### src/rtl/stream_rr_arbiter_if.sv
// Stream bundle for stream_rr_arbiter: N byte-wide sources, one sink, status outputs.
// master is the arbiter's view; slave is the environment's view.
interface stream_rr_arbiter_if #(
  parameter int N = 4,
  parameter int W = 8
);
  logic [N*W-1:0] i_tdata;
  logic [N-1:0]   i_tlast;
  logic [N-1:0]   i_tvalid;
  logic [N-1:0]   o_tready;
  logic [W-1:0]   o_tdata;
  logic           o_tlast;
  logic           o_tvalid;
  logic           i_tready;
  logic [N-1:0]   o_grant;
  logic           o_busy;
  logic           o_timeout_err;

  modport master (
    input  i_tdata, i_tlast, i_tvalid, i_tready,
    output o_tready, o_tdata, o_tlast, o_tvalid, o_grant, o_busy, o_timeout_err
  );

  modport slave (
    output i_tdata, i_tlast, i_tvalid, i_tready,
    input  o_tready, o_tdata, o_tlast, o_tvalid, o_grant, o_busy, o_timeout_err
  );
endinterface

### src/rtl/stream_rr_arbiter.sv
// Packet-atomic round-robin arbiter merging N AXI-stream sources onto one sink.
// Define STREAM_ARB_TIMEOUT_EN to force release of a grant idle for TIMEOUT cycles.
module stream_rr_arbiter #(
  parameter int N       = 4,
  parameter int W       = 8,
  parameter int TIMEOUT = 1024
) (
  input  logic                 clk,
  input  logic                 rst,
  stream_rr_arbiter_if.master  bus
);

  localparam int IW = (N > 1) ? $clog2(N) : 1;
  localparam logic [N-1:0] ONE = {{(N-1){1'b0}}, 1'b1};

  if (N < 2 || N > 16 || W < 1 || TIMEOUT < 2) begin : g_param_check
    $error("stream_rr_arbiter: N must be 2..16, W >= 1, TIMEOUT >= 2");
  end

  typedef enum logic {IDLE, GRANT} state_t;

  state_t          state;
  logic [IW-1:0]   g;
  logic [IW-1:0]   ptr;
  logic [N-1:0]    grant_q;

  logic            found;
  logic [IW-1:0]   next_idx;
  logic            tvalid_g;
  logic            tlast_g;
  logic            xfer;

  // Round-robin search starting just after the last granted source.
  // NOTE: every always_comb output gets a default first so no latch is inferred.
  always_comb begin
    found    = 1'b0;
    next_idx = ptr;
    for (int off = 1; off <= N; off++) begin
      if (!found && bus.i_tvalid[(int'(ptr) + off) % N]) begin
        found    = 1'b1;
        next_idx = IW'((int'(ptr) + off) % N);
      end
    end
  end

  assign tvalid_g = bus.i_tvalid[g];
  assign tlast_g  = bus.i_tlast[g];
  assign xfer     = (state == GRANT) && tvalid_g && bus.i_tready;

  // Data path is a pure mux: no buffering, everything follows the registered grant.
  always_comb begin
    bus.o_tdata  = '0;
    bus.o_tlast  = 1'b0;
    bus.o_tvalid = 1'b0;
    bus.o_tready = '0;
    if (state == GRANT) begin
      bus.o_tdata     = bus.i_tdata[int'(g)*W +: W];
      bus.o_tlast     = tlast_g;
      bus.o_tvalid    = tvalid_g;
      bus.o_tready[g] = bus.i_tready;
    end
  end

`ifdef STREAM_ARB_TIMEOUT_EN
  localparam int CW = $clog2(TIMEOUT);
  logic [CW-1:0] idle_cnt;
  logic          timeout_err;
`endif

  // NOTE: state registers use non-blocking assignments so all updates land on the same edge.
  always_ff @(posedge clk) begin
    if (rst) begin
      state   <= IDLE;
      g       <= '0;
      ptr     <= IW'(N-1);
      grant_q <= '0;
`ifdef STREAM_ARB_TIMEOUT_EN
      idle_cnt    <= '0;
      timeout_err <= 1'b0;
`endif
    end else begin
      case (state)
        IDLE: begin
          if (found) begin
            state   <= GRANT;
            g       <= next_idx;
            ptr     <= next_idx;
            grant_q <= ONE << next_idx;
`ifdef STREAM_ARB_TIMEOUT_EN
            idle_cnt <= '0;
`endif
          end
        end
        GRANT: begin
          if (xfer && tlast_g) begin
            state   <= IDLE;
            grant_q <= '0;
          end
`ifdef STREAM_ARB_TIMEOUT_EN
          // Only a silent source counts toward timeout; sink back-pressure does not.
          else if (!tvalid_g) begin
            if (idle_cnt == CW'(TIMEOUT-1)) begin
              state       <= IDLE;
              grant_q     <= '0;
              timeout_err <= 1'b1;
            end else begin
              idle_cnt <= idle_cnt + 1'b1;
            end
          end else begin
            idle_cnt <= '0;
          end
`endif
        end
        default: state <= IDLE;
      endcase
    end
  end

  assign bus.o_grant = grant_q;
  assign bus.o_busy  = (state == GRANT);

`ifdef STREAM_ARB_TIMEOUT_EN
  assign bus.o_timeout_err = timeout_err;
`else
  assign bus.o_timeout_err = 1'b0;
`endif

endmodule

### src/flat_wrapper.sv
// flat-port wrapper written by rule: the top's interface ports become plain ports
module stream_rr_arbiter_flat 
#(
  parameter int N       = 4,
  parameter int W       = 8,
  parameter int TIMEOUT = 1024
)
  (clk, rst, bus_i_tdata, bus_i_tlast, bus_i_tvalid, bus_i_tready, bus_o_tready, bus_o_tdata, bus_o_tlast, bus_o_tvalid, bus_o_grant, bus_o_busy, bus_o_timeout_err);
  stream_rr_arbiter_if #(.N(N), .W(W)) bus_i ();
  input  logic clk;
  input  logic rst;
  input wire logic [$bits(bus_i.i_tdata)-1:0] bus_i_tdata;
  input wire logic [$bits(bus_i.i_tlast)-1:0] bus_i_tlast;
  input wire logic [$bits(bus_i.i_tvalid)-1:0] bus_i_tvalid;
  input wire logic [$bits(bus_i.i_tready)-1:0] bus_i_tready;
  output wire logic [$bits(bus_i.o_tready)-1:0] bus_o_tready;
  output wire logic [$bits(bus_i.o_tdata)-1:0] bus_o_tdata;
  output wire logic [$bits(bus_i.o_tlast)-1:0] bus_o_tlast;
  output wire logic [$bits(bus_i.o_tvalid)-1:0] bus_o_tvalid;
  output wire logic [$bits(bus_i.o_grant)-1:0] bus_o_grant;
  output wire logic [$bits(bus_i.o_busy)-1:0] bus_o_busy;
  output wire logic [$bits(bus_i.o_timeout_err)-1:0] bus_o_timeout_err;
  assign bus_i.i_tdata = bus_i_tdata;
  assign bus_i.i_tlast = bus_i_tlast;
  assign bus_i.i_tvalid = bus_i_tvalid;
  assign bus_i.i_tready = bus_i_tready;
  assign bus_o_tready = bus_i.o_tready;
  assign bus_o_tdata = bus_i.o_tdata;
  assign bus_o_tlast = bus_i.o_tlast;
  assign bus_o_tvalid = bus_i.o_tvalid;
  assign bus_o_grant = bus_i.o_grant;
  assign bus_o_busy = bus_i.o_busy;
  assign bus_o_timeout_err = bus_i.o_timeout_err;
  stream_rr_arbiter #(.N(N), .W(W), .TIMEOUT(TIMEOUT)) u_core (.clk(clk), .rst(rst), .bus(bus_i));
endmodule
### config.mk
export PLATFORM = sky130hd
export DESIGN_NAME = stream_rr_arbiter_flat
export DESIGN_NICKNAME = d
export VERILOG_FILES = /design/src/rtl/stream_rr_arbiter_if.sv /design/src/rtl/stream_rr_arbiter.sv /design/src/flat_wrapper.sv
export SDC_FILE = /design/constraint.sdc
export NUM_CORES = 1
export LEC_CHECK = 0
export ABC_CLOCK_PERIOD_IN_PS = 1860
export CAP_MARGIN = 20
export CORE_MARGIN = 5
export CORE_UTILIZATION = 34
export CTS_CLUSTER_DIAMETER = 80
export CTS_CLUSTER_SIZE = 25
export DETAILED_ROUTE_END_ITERATION = 8
export GPL_TIMING_DRIVEN = 0
export PLACE_DENSITY = 0.8
export SYNTH_ARGS = -nofsm -noshare
export SYNTH_HDL_FRONTEND = slang
export SYNTH_SLANG_ARGS = --single-unit
### constraint.sdc
create_clock -name clk -period 1.86 [get_ports clk]
set_input_delay 0.372 -clock clk [delete_from_list [all_inputs] [get_ports clk]]
set_output_delay 0.372 -clock clk [all_outputs]
set_load 0.01 [all_outputs]
==> flow_summary.json <==
{
  "fin_crit_ps": 1980,
  "crit_slowest_cell": "mux4_2",
  "required_ps": 1490,
  "synth-async-reset-ratio_pct": 0,
  "ys_seq_elements": 9,
  "syn_inst": 84,
  "syn_to_final_growth_pct": 90.5,
  "stdcell_area_sq_um": 1610,
  "die-width_microns": 59.8,
  "synthMuxAreaShare_pct": 26.4,
  "synth_compound_area_share_pct": 20.7,
  "grt_pass1_vias": 1033,
  "io_pins": 63,
  "fin_nets": 202,
  "min_path_type": "input pin to flop",
  "critPathCaptureType": "primary output",
  "rsz0062_at_grt": "true",
  "crit_fanout": 5,
  "wl_per_cell_microns": 16.7,
  "drc_errors": 0,
  "fin_cells": 188,
  "dieHeight_microns": 59.8,
  "totalPowerFinal_uw": 852,
  "die-area_sq_um": 3580,
  "most-common-layout-cells": "42 x clkdlybuf4s50_1, 10 x buf_4, 9 x mux4_2",
  "cts_max_level": 1,
  "drt-total-wl_mm": 3.14,
  "crit_chain": "buf_6 -> buf_6 -> buf_6 -> mux4_2 -> and2_4 -> buf_6",
  "drt_iter0_drc": 24,
  "row_count": 18,
  "antenna_cells": 0,
  "utilization_pct": 66.2,
  "place_congestion": 0.724,
  "setup_viol": 9,
  "synth_nets": 127,
  "max_freq_mhz": 504,
  "start_util_pct": 34.7,
  "p_leak_uw": 0.000669,
  "cts-buffers-inserted": 3,
  "fillers": 200,
  "finalCritPeriodShare_pct": 107,
  "synth_edf_count": 0,
  "netlist_area_sq_um": 845,
  "cts_max_path_buffers": 2,
  "grtUsageTotal_pct": 17.2,
  "synth-simple-area-share_pct": 24.0,
  "grt_pass1_wl_mm": 4.73,
  "antenna_found_initial": 0,
  "firstDrtPassIters": 4,
  "final_common_cell": "clkdlybuf4s50_1",
  "ys.flop_type": "dfxtp_1",
  "ant_nets": 0,
  "dp_hpwl_mm": 2.35,
  "place_ws_ps": -548,
  "avgViaCountPerCell": 5.29,
  "cp.arrival_ps": 1610,
  "grt_overflow_total": 0,
  "maxSlewViolCount": 0,
  "slowest_delay_ps": 470,
  "yosysWarnings": 0,
  "seq_area_frac_synth_pct": 21.3,
  "outcome": "finished, violations left",
  "core_area_sq_um": 2430,
  "layout_setup_ws_ps": -124,
  "violations": "setup timing",
  "synth_top_family_by_area": "multiplexers",
  "worstSetupPathType": "flop to primary output",
  "place_inst": 174,
  "cp_common_cell": "buf_6",
  "grt_start_max_net_pins": 11,
  "synth_fa_ha_area_share_pct": 0,
  "port_buffers": 60,
  "skew_ps": 2.43,
  "clock-sinks": 9,
  "cts_tree": "yes",
  "drive_above_1_share_pct": 34.8,
  "p_per_area_nw_per_um2": 530,
  "hold_viol_final": 0,
  "maxCapViolCount": 0,
  "insertion_delay_ps": 270,
  "place_area_sq_um": 1480,
  "cts_root_buffer": "clkbuf_4",
  "irDropWorstVdd_mv": 0.538,
  "cp-start-kind": "flop",
  "synth_xor_area_share_pct": 0,
  "avgSynthCellArea_sq_um": 10.1,
  "routed-via-count": 994,
  "synth_cell_types": 39,
  "clkTransAtPathRegs_ps": 70
}
-- sequential cells by signal (all words and copies together), names as in the netlist --
register	cells
u_core.bus.o_grant	4
u_core.bus.o_busy	1
u_core.ptr	2
u_core.g	2
-- cells in the mapped netlist, types with 2 or more instances --
master    count  area [sq um]
mux4_2        9           203
mux2i_1       2          20.0
a21oi_1       2          10.0
and2_1        9          56.3
o21bai_1      2          15.0
nand2b_1      3          18.8
a211oi_1      2          15.0
nand2_1       2          7.51
inv_1         2          7.51
a32o_1        4          40.0
dfxtp_1       9           180
nor4_1        2          12.5
buf_4         2          15.0
nor2_1        8          30.0
nor2b_1       2          12.5
-- path summary, 6_finish.rpt --
path                            cells past startpoint                  start                    end  slack (ps)
worst max-delay path                                6            u_core.g[0]         bus_o_tdata[7]        -120
worst min-delay path                                2                    rst            u_core.g[0]         320
worst max register to register                      7            u_core.g[0]  u_core.bus.o_grant[0]         120
worst min register to register                      1  u_core.bus.o_grant[3]  u_core.bus.o_grant[3]         500
-- cell type report --
cell class / instances / area [sq um] / area share (%)
timing repair buffer: 70 / 639 / 39.7
multi-input combinational: 66 / 638 / 39.7
sequential: 9 / 183 / 11.4
buffer: 7 / 76.3 / 4.74
tap: 30 / 37.5 / 2.33
clock buffer: 3 / 22.5 / 1.40
inverter: 2 / 7.51 / 0.467
clock inverter: 1 / 5.00 / 0.311
-- logic make-up after synthesis --
kind of cell | after synthesis
compound gates | 20
buf+inv | 9
flops | 9
mux | 11
other cells | 1
simple gates | 34
-- through the flow --
step | hold WS, ps | TNS, ps
finish | 321 | -936
global route | 311 | -1590
CTS | 308 | -995
detailed placement | 486 | -5970
global placement | 483 | -5750
floorplan | 498 | 0
-- power breakdown --
group          switching, uW  total [uW]  internal [uW]
sequential              18.2         231            213
clock                   79.1         159           79.6
combinational            172         463            291
-- critical path, delay by kind of cell, from the launching register on --
kind / cells / cell delay (ps)
DFF: 1 / 320
and+or+nand+nor: 1 / 150
muxes: 1 / 470
buffers and inverters: 4 / 400
-- per-layer routing --
layer  part of all wire (%)  global-route usage (%)
met5                      0                       0
met4                      0                   0.949
met1                     41                    20.3
met3                     13                    5.18
met2                     46                    31.6
-- timing repair --
| action | 4_1_cts | 5_1_grt |
|---|---|---|
| setup endpoints to repair | 14 | 12 |
| resized for setup | 61 | 13 |
| hold endpoints to repair | 0 | 0 |
| hold buffers | 0 | 0 |
| buffers inserted | 8 | 4 |
| gates cloned | 0 | 0 |
| pin swaps | 9 | 2 |
Note: power is estimated with default switching activity, not from simulation.
